<file path="config.mk">
export PLATFORM = sky130hd
export DESIGN_NAME = pc_sequencer
export DESIGN_NICKNAME = d
export VERILOG_FILES = /design/src/rtl/pc_sequencer.sv
export SDC_FILE = /design/constraint.sdc
export NUM_CORES = 1
export LEC_CHECK = 0
export BUFFER_PORTS_ARGS = -buffer_cell sky130_fd_sc_hd__buf_4
export CAP_MARGIN = 40
export CORE_MARGIN = 2
export CORE_UTILIZATION = 29
export CTS_BUF_LIST = sky130_fd_sc_hd__clkbuf_16
export DETAILED_ROUTE_END_ITERATION = 8
export REMOVE_ABC_BUFFERS = 1
export SLEW_MARGIN = 10
export SYNTH_ARGS = -nofsm -noshare
export SYNTH_HDL_FRONTEND = slang
export SYNTH_SLANG_ARGS = --single-unit
</file>
<file path="constraint.sdc">
create_clock -name clk -period 4.8 [get_ports clk]
set_clock_uncertainty 0.05 [all_clocks]
set_input_delay 0.96 -clock clk [delete_from_list [all_inputs] [get_ports clk]]
set_output_delay 0.96 -clock clk [all_outputs]
set_load 0.02 [all_outputs]
</file>
<file path="src/rtl/pc_sequencer.sv">
// Program-counter sequencer: next-PC select, misalign/trap capture,
// mret return and a circular return-address stack for the predictor.
//
// Ports:
//   clk, rst          clock, async active-high reset
//   advance           current instruction retires (gates all updates)
//   compressed        current instruction is 16-bit
//   pc_mode           00 INC, 01 BRCH, 10 JREG, 11 JIMM
//   flag              branch taken condition (BRCH)
//   reg_direct        rs1 value (JREG)
//   imm_offset        sign-extended offset (BRCH/JIMM)
//   trap_req/cause    trap request and its cause code
//   mret              return from trap
//   ras_push/ras_pop  call / return hints
//   pc_out            registered PC
//   link_out          pc_out + 2/4
//   epc_out/cause_out saved exception PC and cause
//   misalign          this advance takes a misaligned-target trap
//   ras_top/valid     predicted return address / stack non-empty
module pc_sequencer #(
    parameter int unsigned     XLEN         = 32,
    parameter logic [XLEN-1:0] RESET_VECTOR = 32'h0000_0000,
    parameter logic [XLEN-1:0] TRAP_VECTOR  = 32'h0000_0100,
    parameter bit              C_EXT        = 1'b1,
    parameter int unsigned     RAS_DEPTH    = 4
) (
    input  logic            clk,
    input  logic            rst,
    input  logic            advance,
    input  logic            compressed,
    input  logic [1:0]      pc_mode,
    input  logic            flag,
    input  logic [XLEN-1:0] reg_direct,
    input  logic [XLEN-1:0] imm_offset,
    input  logic            trap_req,
    input  logic [3:0]      trap_cause,
    input  logic            mret,
    input  logic            ras_push,
    input  logic            ras_pop,
    output logic [XLEN-1:0] pc_out,
    output logic [XLEN-1:0] link_out,
    output logic [XLEN-1:0] epc_out,
    output logic [3:0]      cause_out,
    output logic            misalign,
    output logic [XLEN-1:0] ras_top,
    output logic            ras_valid
);

    localparam int unsigned PW = $clog2(RAS_DEPTH);
    localparam int unsigned CW = $clog2(RAS_DEPTH + 1);
    localparam logic [CW-1:0] FULL = CW'(RAS_DEPTH);

    logic [XLEN-1:0] pc;
    logic [XLEN-1:0] epc;
    logic [3:0]      cause;
    logic [XLEN-1:0] inc;
    logic [XLEN-1:0] target;
    logic            checked;
    logic            odd;
    logic            ras_en;
    logic            ras_wr;
    logic [PW-1:0]   ras_wa;
    logic [PW-1:0]   wp;
    logic [CW-1:0]   cnt;
    logic [XLEN-1:0] mem [RAS_DEPTH];

    assign inc      = compressed ? XLEN'(2) : XLEN'(4);
    assign link_out = pc + inc;

    // checked marks targets that leave the sequential stream
    always_comb begin
        target  = pc + inc;
        checked = 1'b0;
        case (pc_mode)
            2'b00: begin
                target  = pc + inc;
                checked = 1'b0;
            end
            2'b01: begin
                target  = pc + (flag ? imm_offset : inc);
                checked = flag;
            end
            2'b10: begin
                target  = {reg_direct[XLEN-1:1], 1'b0};
                checked = 1'b1;
            end
            2'b11: begin
                target  = pc + imm_offset;
                checked = 1'b1;
            end
            default: begin
                target  = pc + inc;
                checked = 1'b0;
            end
        endcase
    end

    assign odd = C_EXT ? target[0] : (|target[1:0]);

    assign misalign = advance && !trap_req
                    && checked && odd;

    // stack moves only when the instruction really retires
    assign ras_en = advance && !trap_req && !misalign;
    assign ras_wr = ras_en && ras_push;

    // push+pop on a non-empty stack replaces the top in place
    assign ras_wa = (ras_pop && cnt != '0)
                  ? wp - PW'(1) : wp;

    always_ff @(posedge clk or posedge rst) begin
        if (rst) begin
            pc    <= RESET_VECTOR;
            epc   <= '0;
            cause <= '0;
            wp    <= '0;
            cnt   <= '0;
        end else if (advance) begin
            if (trap_req) begin
                epc   <= pc;
                cause <= trap_cause;
                pc    <= TRAP_VECTOR;
            end else if (misalign) begin
                epc   <= pc;
                cause <= 4'd0;
                pc    <= TRAP_VECTOR;
            end else begin
                pc <= mret ? epc : target;
                if (ras_push && !(ras_pop && cnt != '0)) begin
                    wp <= wp + PW'(1);
                    if (cnt != FULL)
                        cnt <= cnt + CW'(1);
                end else if (ras_pop && !ras_push
                             && cnt != '0) begin
                    wp  <= wp - PW'(1);
                    cnt <= cnt - CW'(1);
                end
            end
        end
    end

    always_ff @(posedge clk) begin
        if (ras_wr)
            mem[ras_wa] <= link_out;
    end

    assign pc_out    = pc;
    assign epc_out   = epc;
    assign cause_out = cause;
    assign ras_top   = mem[wp - PW'(1)];
    assign ras_valid = (cnt != '0);

endmodule
</file>
==> insert_results.sql <==
INSERT INTO impl_metrics (metric_group, metric, value, unit) VALUES
('sta', 'max_freq', '233', 'MHz'),
('clock_tree', 'cts_buffers', '23', ''),
('synthesis', 'synthesis.area', '10800', 'um^2'),
('clock_tree', 'tritoncts', 'yes', ''),
('die', 'io_pins', '213', ''),
('final_layout', 'area.growth.synth_to_final', '28.1', '%'),
('setup_path', 'worst-r2r-cell-count', '11', ''),
('clock_tree', 'worst_setup_hold_path_clk_slew', '60', 'ps'),
('setup_path', 'timing.rr.start', 'pc_out[0]', ''),
('die', 'design.die.area', '38900', 'um^2'),
('placed_design', 'dp_hpwl', '26800', 'um'),
('routing', 'drc_violations_left', '0', ''),
('sta', 'postLayoutSetupSlackWorst', '507', 'ps'),
('status', 'outcome', 'completed', ''),
('sta', 'maxSlewViolCount', '0', ''),
('clock_tree', 'insertion_delay', '510', 'ps'),
('placed_design', 'numPortBuffers', '211', ''),
('run', 'drv_cap', '0', ''),
('sta', 'setup_viol', '0', ''),
('setup_path', 'criticalPathCategory', 'in2out', ''),
('routing', 'wire_length_per_cell', '21.5', 'um'),
('setup_path', 'arrival_time_of_data_at_the_critical_path_endpoint', '3280', 'ps'),
('grt', 'grt.total_usage', '18.1', '%'),
('sta', 'share_of_the_clock_period_used_by_the_worst_path_after_layout', '89.4', '%'),
('grt', 'grt_first_pass_wirelength', '53100', 'um'),
('clock_tree', 'post_cts.resized_instances', '0', ''),
('routing', 'total_wirelength_of_the_detailed_routed_design', '35900', 'um'),
('grt', 'initial_antenna_violation_count', '3', ''),
('synthesis', 'post-synth-top-count-cell', 'edfxtp_1', ''),
('setup_path', 'critical_path.max_stage_delay', '510', 'ps'),
('synthesis', 'seq_area_frac_synth', '52.3', '%'),
('clock_tree', 'postCtsSetupRepairBufs', '0', ''),
('synthesis', 'ys_async_sr_fraction', '36.3', '%'),
('routing', 'drtAntennaViolNets', '0', ''),
('setup_path', 'timing.critical_path.mode_cell', 'buf_4', ''),
('setup_path', 'worst_setup_path_startpoint', 'compressed', ''),
('setup_path', 'data_required_time_at_the_worst_endpoint', '3790', 'ps'),
('synthesis', 'postSynthRegisterBits', '201', ''),
('sta', 'post-route-min-period', '4290', 'ps'),
('final_layout', 'design.final.nets', '1300', ''),
('grt', 'pin_count_of_the_biggest_net_entering_global_routing', '41', ''),
('synthesis', 'synth_edf_count', '128', ''),
('sta', 'rsz_0062_raised_after_global_routing', 'no', ''),
('clock_tree', 'cts.sink_count', '201', ''),
('clock_tree', 'clock_path_buffers', '3', ''),
('setup_path', 'crit_chain', 'buf_4, ha_1, inv_1, fa_1, nand4b_1, buf_4, nor2_1, nand2_1, xnor2_1, buf_4', ''),
('placed_design', 'post-place-cells', '1628', ''),
('setup_path', 'critPathLaunchType', 'primary input', ''),
('routing', 'total_via_count_in_the_routed_design', '8626', ''),
('synthesis', 'netlist_instances', '956', ''),
('placed_design', 'place_congestion', '0.891', ''),
('synthesis', 'mean_instance_size_in_the_synthesized_netlist', '11.3', 'um^2'),
('synthesis', 'post-synth-top-area-fraction', '35.5', '%'),
('setup_path', 'slack_of_the_worst_reg_to_reg_path', '1260', 'ps'),
('power_and_ir_drop', 'power_density_of_the_placed_cells', '421', 'nW/um^2'),
('min_path', 'min-delay-path-class', 'reg2reg', ''),
('power_and_ir_drop', 'cellLeakagePower', '5.74', 'nW'),
('routing', 'post_drt_via_cell_ratio', '5.16', ''),
('synthesis', 'ys_types', '77', ''),
('grt', 'grt_pass1_vias', '8370', ''),
('sta', 'final_hold_viol_count', '0', ''),
('clock_tree', 'hold_buf_cts', '0', ''),
('setup_path', 'critical_path_peak_fanout', '4', ''),
('sta', 'worst_pin_slew', '928', 'ps'),
('sta', 'hold_slack', '422', 'ps'),
('final_layout', 'postLayoutCoreUtil', '37.8', '%'),
('synthesis', 'yosys_most_used_dff', 'edfxtp_1', ''),
('die', 'die-width', '197', 'um'),
('setup_path', 'worst_path_max_delay_cell', 'xnor2_1', ''),
('clock_tree', 'h_tree_depth_reported_by_cts', '1', ''),
('final_layout', 'fin_cells', '1672', '');
[stage by stage]
| stage | cell area [um^2] | power, mW | setup TNS (ps) |
|---|---|---|---|
| floorplan | 10600 | 3.44 | -2010 |
| global placement | 13200 | 4.32 | 0 |
| detailed placement | 13200 | 4.35 | 0 |
| CTS | 13900 | 5.92 | 0 |
| global route | 13900 | 6.13 | 0 |
| finish | 13900 | 5.84 | 0 |
[sequential cells by signal (all words and copies together) (netlist names)]
signal,flops
mem,128
epc_out,32
cause_out,4
pc_out,32
cnt,3
wp,2
[cells by family (layout without fill, tap and decap cells)]
family	count (synthesis)	after routing	share of synthesized area, %
and+or+nand+nor	293	293	13.1
AOI/OAI and AO/OA	232	232	14.1
DFF	201	201	52.3
buffers and inverters	88	333	3.13
muxes	54	54	8.77
xor gates and xnor gates	52	52	4.27
adders and majority gates	36	36	4.36
other	0	3	0
[area by class of cell]
| class | instances | area (um^2) | area share, % |
|---|---|---|---|
| clock inverters | 18 | 81.3 | 0.586 |
| flip-flops and latches | 201 | 5670 | 40.9 |
| multi-input cells | 667 | 4870 | 35.1 |
| inverters | 39 | 146 | 1.05 |
| diodes | 3 | 7.51 | 0.0541 |
| well taps | 468 | 586 | 4.22 |
| repair buffers | 253 | 1940 | 14.0 |
| clock buffers | 23 | 576 | 4.15 |
[layer usage]
layer	GRT usage [%]	wire (um)	share of wire, %
met5	0	0	0
met4	5.82	934	2.6
met3	2.66	1830	5.1
met2	28.9	16800	47
met1	25.3	16400	46
[where the power goes]
group          total [mW]  switching, mW  internal, mW
Sequential           2.24          0.203          2.04
Clock                1.55          0.687         0.866
Combinational        2.04           1.14         0.899
Total                5.84           2.03          3.81
[layout by cell type, fill, tap and decap left out, types with 4 or more instances in the layout]
cell type,n
a31oi_1,7
nor4_1,5
o21bai_1,4
nor2b_1,5
o21ai_0,65
nand2_1,115
edfxtp_1,128
clkbuf_16,23
o2bb2ai_1,4
nor2_1,52
ha_1,33
a21o_1,13
nand4_1,11
or2_2,4
mux2i_1,14
dfrtp_1,72
or3_1,7
nor3_1,16
o31ai_1,4
a32o_1,6
a21oi_1,42
xor2_1,13
o211a_1,4
xnor2_1,38
mux2_2,8
a211oi_1,16
o211ai_1,5
nand2b_1,5
inv_1,46
and3_1,5
nand3_1,21
mux4_2,32
buf_4,250
clkinv_1,4
o22ai_1,16
a32oi_1,5
and2_1,31
[worst max-delay path, delay by kind of cell]
family	cells	cell delay, ps
simple gates	3	550
buf+inv	4	660
fa+ha+maj	2	600
xor+xnor	1	510
[worst min-delay path by stage]
stage / from / end / slack, ps / cells past startpoint
finish: cnt[2] / cnt[2] / 420 / 1
detailed placement: cnt[2] / cnt[2] / 410 / 1
CTS: cnt[2] / cnt[2] / 420 / 1
global placement: cnt[2] / cnt[2] / 410 / 1
global route: cause_out[0] / cause_out[0] / 460 / 1
floorplan: cnt[2] / cnt[2] / 390 / 1
Power figures use the tool's default switching activity.
